<file path="config.mk">
export PLATFORM = sky130hd
export DESIGN_NAME = fetch_queue
export DESIGN_NICKNAME = d
export VERILOG_FILES = /design/src/rtl/fetch_queue.sv
export SDC_FILE = /design/constraint.sdc
export NUM_CORES = 1
export LEC_CHECK = 0
export BUFFER_PORTS_ARGS = -buffer_cell sky130_fd_sc_hd__buf_2
export CORE_ASPECT_RATIO = 1.2
export CORE_MARGIN = 3
export CORE_UTILIZATION = 55
export DETAILED_ROUTE_END_ITERATION = 12
export HOLD_SLACK_MARGIN = 0.03
export PLACE_DENSITY_LB_ADDON = 0.15
export SKIP_CTS_REPAIR_TIMING = 1
export SYNTH_ARGS = -nofsm -noshare
export SYNTH_HDL_FRONTEND = slang
export SYNTH_SLANG_ARGS = --single-unit
</file>
<file path="constraint.sdc">
create_clock -name i_clk -period 10.3 [get_ports i_clk]
set_input_delay 1.545 -clock i_clk [delete_from_list [all_inputs] [get_ports i_clk]]
set_output_delay 1.545 -clock i_clk [all_outputs]
set_load 0.03 [all_outputs]
</file>
<file path="src/rtl/fetch_queue.sv">
// rtl/fetch_queue.sv - instruction fetch front end with request/response imem port and decode FIFO
//
// Purpose:
//   Holds the fetch PC and issues word-aligned requests to a request/response
//   instruction memory. Up to MAX_OUTSTANDING requests may be in flight at once.
//   Returned words are buffered, together with their PCs, in a DEPTH-entry FIFO.
//   Decode drains that FIFO through a valid/ready handshake.
//   A redirect from execute flushes the FIFO and reloads both PCs. It also arranges
//   for every response still in flight to be discarded when it arrives.
//
// Ports:
//   i_clk, i_rst                 clock, synchronous active-high reset
//   o_imem_req_valid/_addr       fetch request and its word address
//   i_imem_req_ready             memory accepts the request this cycle
//   i_imem_rsp_valid/_rdata      in-order response, never backpressured
//   i_redirect_valid/_pc         redirect fetch to a new PC
//   o_inst_valid/o_inst/o_inst_pc/o_inst_trap   FIFO head towards decode
//   i_inst_ready                 decode consumes the head
//
// Build option:
//   FETCH_MISALIGN_TRAP_EN  When defined, a redirect to a PC that is not word
//                           aligned halts fetch. It queues a single trap entry
//                           {pc, inst=0, trap=1}. When undefined, the low two
//                           redirect PC bits are ignored and o_inst_trap is tied
//                           to 0.

module fetch_queue #(
    parameter logic [31:0] RESET_ADDR      = 32'h0000_0000,
    parameter int          DEPTH           = 4,
    parameter int          MAX_OUTSTANDING = 2
) (
    input  logic        i_clk,
    input  logic        i_rst,
    output logic        o_imem_req_valid,
    input  logic        i_imem_req_ready,
    output logic [31:0] o_imem_req_addr,
    input  logic        i_imem_rsp_valid,
    input  logic [31:0] i_imem_rsp_rdata,
    input  logic        i_redirect_valid,
    input  logic [31:0] i_redirect_pc,
    output logic        o_inst_valid,
    input  logic        i_inst_ready,
    output logic [31:0] o_inst,
    output logic [31:0] o_inst_pc,
    output logic        o_inst_trap
);

    localparam int AW = $clog2(DEPTH);
    // Counter width with headroom, so that occupancy + in_flight (at most 2*DEPTH)
    // never overflows in the credit comparison.
    localparam int CW = AW + 2;

    logic [31:0]   fetch_pc;
    logic [31:0]   rsp_pc;
    logic [AW:0]   wr_ptr;
    logic [AW:0]   rd_ptr;
    logic [CW-1:0] in_flight;
    logic [CW-1:0] drop_cnt;
    logic          halted;

    logic [31:0]   mem_inst [DEPTH];
    logic [31:0]   mem_pc   [DEPTH];
`ifdef FETCH_MISALIGN_TRAP_EN
    logic          mem_trap [DEPTH];
`endif

    logic [AW:0]   occupancy;
    logic          fifo_empty;
    logic          fifo_full;
    logic [AW-1:0] rd_idx;
    logic [AW-1:0] wr_idx;
    logic [31:0]   redirect_pc;
    logic          misalign;
    logic          req_credit;
    logic          req_fire;
    logic          rsp_keep;
    logic          push;
    logic          pop;

    // Occupancy comes from the pointer difference. The extra wrap bit
    // distinguishes a full FIFO from an empty one.
    assign occupancy  = wr_ptr - rd_ptr;
    assign fifo_empty = (occupancy == '0);
    assign fifo_full  = (occupancy == (AW+1)'(DEPTH));
    assign rd_idx     = rd_ptr[AW-1:0];
    assign wr_idx     = wr_ptr[AW-1:0];

`ifdef FETCH_MISALIGN_TRAP_EN
    assign redirect_pc = i_redirect_pc;
    assign misalign    = (i_redirect_pc[1:0] != 2'b00);
`else
    logic [1:0] unused_redirect_low;
    assign unused_redirect_low = i_redirect_pc[1:0];
    assign redirect_pc         = {i_redirect_pc[31:2], 2'b00};
    assign misalign            = 1'b0;
`endif

    // A request may issue only if a FIFO slot is already reserved for its
    // response. Each in-flight request counts as a reserved slot, including
    // requests that are already marked to be dropped. This keeps the push side
    // from ever overflowing.
    assign req_credit = (in_flight < CW'(MAX_OUTSTANDING)) &&
                        ((CW'(occupancy) + in_flight) < CW'(DEPTH));

    assign o_imem_req_valid = !i_rst && !i_redirect_valid && !halted && req_credit;
    assign o_imem_req_addr  = fetch_pc;
    assign req_fire         = o_imem_req_valid && i_imem_req_ready;

    // A redirect in the same cycle overrides any push or pop, because the
    // clear takes priority.
    assign rsp_keep = i_imem_rsp_valid && (drop_cnt == '0);
    assign push     = rsp_keep && !i_redirect_valid;
    assign pop      = o_inst_valid && i_inst_ready && !i_redirect_valid;

    // The head is read straight from storage, with no bypass. A pushed word
    // therefore shows up the cycle after it arrives.
    assign o_inst_valid = !i_rst && !fifo_empty;
    assign o_inst       = o_inst_valid ? mem_inst[rd_idx] : 32'h0;
    assign o_inst_pc    = o_inst_valid ? mem_pc[rd_idx]   : 32'h0;
`ifdef FETCH_MISALIGN_TRAP_EN
    assign o_inst_trap  = o_inst_valid ? mem_trap[rd_idx] : 1'b0;
`else
    assign o_inst_trap  = 1'b0;
`endif

    always_ff @(posedge i_clk) begin
        if (i_rst) begin
            fetch_pc  <= RESET_ADDR;
            rsp_pc    <= RESET_ADDR;
            wr_ptr    <= '0;
            rd_ptr    <= '0;
            in_flight <= '0;
            drop_cnt  <= '0;
            halted    <= 1'b0;
            for (int i = 0; i < DEPTH; i++) begin
                mem_inst[i] <= 32'h0;
                mem_pc[i]   <= 32'h0;
`ifdef FETCH_MISALIGN_TRAP_EN
                mem_trap[i] <= 1'b0;
`endif
            end
        end else begin
            // No request issues during a redirect, so in_flight can only drop
            // in that cycle, and only if a response arrives.
            in_flight <= in_flight + CW'(req_fire) - CW'(i_imem_rsp_valid);

            if (i_redirect_valid) begin
                fetch_pc <= redirect_pc;
                rsp_pc   <= redirect_pc;
                // Every request still outstanding after this edge is stale.
                // A response that arrives this cycle is discarded as well.
                drop_cnt <= in_flight - CW'(i_imem_rsp_valid);
                rd_ptr   <= '0;
                if (misalign) begin
                    // Replace the whole FIFO with a single trap entry in slot 0.
                    mem_inst[0] <= 32'h0;
                    mem_pc[0]   <= i_redirect_pc;
`ifdef FETCH_MISALIGN_TRAP_EN
                    mem_trap[0] <= 1'b1;
`endif
                    wr_ptr      <= (AW+1)'(1);
                    halted      <= 1'b1;
                end else begin
                    wr_ptr      <= '0;
                    halted      <= 1'b0;
                end
            end else begin
                if (req_fire) begin
                    fetch_pc <= fetch_pc + 32'd4;
                end
                if (i_imem_rsp_valid && (drop_cnt != '0)) begin
                    drop_cnt <= drop_cnt - CW'(1);
                end
                if (push) begin
                    mem_inst[wr_idx] <= i_imem_rsp_rdata;
                    mem_pc[wr_idx]   <= rsp_pc;
`ifdef FETCH_MISALIGN_TRAP_EN
                    mem_trap[wr_idx] <= 1'b0;
`endif
                    wr_ptr           <= wr_ptr + (AW+1)'(1);
                    rsp_pc           <= rsp_pc + 32'd4;
                end
                if (pop) begin
                    rd_ptr <= rd_ptr + (AW+1)'(1);
                end
            end
        end
    end

    // The credit rule makes both of these impossible. If either fires, the
    // memory or this block has broken the request/response contract.
    a_no_overflow: assert property (@(posedge i_clk) disable iff (i_rst)
        !(push && fifo_full && !pop));
    a_no_rsp_underflow: assert property (@(posedge i_clk) disable iff (i_rst)
        !(i_imem_rsp_valid && (in_flight == '0)));

endmodule

</file>
==> results.toml <==
[run_status]
status = "completed"

[synthesis]
synth.area.top_cells = "edfxtp_1 47%, dfxtp_1 9.6%, mux4_2 8.8%"
yosysTopAreaCell = "edfxtp_1"
syn-mean-instance-area_um2 = 12.3
ys_seq_area_frac = 0.567
synth-edff-count = 248
ys_seq_elements = 324
netlist_area_um2 = 15800
synth_flop_cell = "edfxtp_1"
synth_commonest_cells = "248 x edfxtp_1, 190 x and2_1, 133 x and3_1"
postSynthCellCount = 1281
ys_types = 73
synth.most_common_cell = "edfxtp_1"
synth_top_area_share = 0.471
ys_warn_count = 0
async_reset_ff_frac = 0

[place]
place_hpwl_um = 21500
dp.cells = 1737
port_buffers = 161
routabilityCongestion = 0.835

[critical_path]
timing.rr.start = "wr_ptr[0]"
startpoint = "i_redirect_valid"
critPathRequiredTime_ns = 8.76
r2r-end = "in_flight[2]"
rr_worst_depth = 15
end_kind = "primary output"
critPathMaxFanout = 67
endpoint = "o_imem_req_valid"
worstSetupStartpointType = "primary input"
ff2ff_setup_slack_ns = 5.88
critPathKind = "primary input to primary output"
crit_arrival_ns = 3.64

[sta]
period_minus_slack_ns = 5.18
hold_viol_final = 0
hold_ws_ns = 0.522
max_clock_freq_mhz = 193
tightest_slew_ns = 1.18
worst_clock_skew_ns = 0.0101
rsz0062_at_grt = "false"
drv_slew = 0
max_slew_margin = 0.211
finalCritPeriodShare = 0.503
setup_viol = 0
fin_setup_tns_ns = 0

[cts]
clockBufferDepth = 3
htree_levels = 1
clk_latency_ns = 0.55
cts_buffers = 31
cts_tree = "done"
cts_sinks = 324
root_buffer = "clkbuf_16"
clk_pin_slew_worst_paths_ns = 0.06

[global_route]
grt-ovfl-total = 0
antenna_found_initial = 3
grt_pass1_vias = 10700
grt_max_degree = 71
track_usage = 0.239
grt_pass1_wl_um = 58500

[route]
drtIter0Drc = 819
num_vias = 10700
totalWireLength_um = 37100
first_pass_iters = 5
ant_nets = 0
wl_per_cell_um = 20.7
route.detailed.drc = 0
vias_per_cell = 5.95

[die]
core_um2 = 28100
std_cell_rows = 67
die_h_um = 192
die_area_um2 = 30800
initial_core_util = 0.563
num_io_pins = 169
die_x_um = 161

[flow_run]
maxCapViolCount = 0

[power]
power_mw = 2.99
switchingPower_mw = 0.756
sw_frac_of_total = 0.253
leakage_nw = 7.12
intPower_mw = 2.23
share_comb_of_total_power = 0.120
p_per_area_nw_per_um2 = 168
vdd_drop_max_v = 0.000106
power_frac_clock = 0.365
p_seq_frac = 0.514

[final_layout]
nets = 1480
n_fill_cell = 2219
layout-drive-gt1-share = 0.218
fin_cells = 1796
post-route-util = 0.634
final-seq-area_um2 = 8970
multi_input_area_um2 = 6360
syn_to_final_growth_pct = 12.6

[min_path]
min_path_type = "register to register"
hold_depth = 2
==> through the flow <==
step	setup slack [ns]	instance area, um^2
2_1_floorplan	6.08	15800
3_3_place_gp	5.10	16800
3_5_place_dp	5.09	16800
4_1_cts	5.10	17800
5_1_grt	4.93	17800
6_report	5.12	17800
==> cell usage in the layout (no fill, tap or decap), types with 15 or more instances in the layout <==
cell       count
nor2_1        42
edfxtp_1     248
mux4_2        62
nand3_1       31
o21ai_0       15
and3_1       133
buf_2        161
and2_1       190
xor2_1        23
nand2_1       76
clkbuf_16     31
inv_1         22
ha_1          17
a211oi_1      19
a21oi_1       19
buf_4         16
dfxtp_1       74
nand4_1       31
xnor2_1       15
==> how the worst min path moves through the flow <==
stage	to	from	slack (ns)
6_report	register	rd_ptr[1]	0.52
5_1_grt	register	rd_ptr[1]	0.53
4_1_cts	register	rd_ptr[1]	0.52
3_5_place_dp	register	rd_ptr[1]	0.51
3_3_place_gp	register	rd_ptr[1]	0.49
2_1_floorplan	register	rd_ptr[1]	0.47
==> area by class of cell <==
cell class,instances,area share
Clock buffer,41,0.0474
Antenna cell,2,0.000281
Sequential cell,324,0.504
Multi-Input combinational cell,833,0.357
Timing Repair Buffer,177,0.0520
Clock inverter,16,0.00696
Tap cell,379,0.0266
Inverter,24,0.00506
==> flip-flops by register name (all words and copies together) (netlist names), named ones only <==
register,count
mem_pc,120
rsp_pc,30
mem_inst,128
rd_ptr,3
drop_cnt,4
wr_ptr,3
in_flight,4
o_imem_req_addr,30
==> per-layer routing <==
metal / vias to the layer above / global-route usage / share of wire
li1: 4996 / - / -
met1: 5270 / 0.319 / 0.42
met2: 354 / 0.415 / 0.50
met3: 62 / 0.0291 / 0.060
met4: 4 / 0.0692 / 0.026
met5: - / 0 / 0.00073
==> power groups by stage <==
stage / combinational, mW / clock, mW / sequential, mW
5_1_grt: 0.395 / 1.16 / 1.55
3_3_place_gp: 0.356 / 0 / 1.56
6_report: 0.359 / 1.09 / 1.54
4_1_cts: 0.362 / 1.11 / 1.54
3_5_place_dp: 0.362 / 0 / 1.56
2_1_floorplan: 0.248 / 0 / 1.55
==> cell families (layout without fill, tap and decap cells) <==
family | after synthesis | in the layout | synth area share
compound gates | 116 | 116 | 0.0516
xor+xnor | 39 | 39 | 0.0225
fa+ha+maj | 19 | 19 | 0.0160
buf+inv | 128 | 258 | 0.0343
flops | 324 | 324 | 0.567
mux | 66 | 66 | 0.0910
other cells | 1 | 7 | 0.000237
simple gates | 588 | 588 | 0.217
==> worst max-delay path, stage by stage <==
cell and delay, ns:
buf_2 0.09, buf_4 0.27, nor2_4 0.15, buf_4 0.62
nand3_1 0.15, a21o_1 0.28, inv_1 0.26, buf_2 0.26
Power figures use the tool's default switching activity.
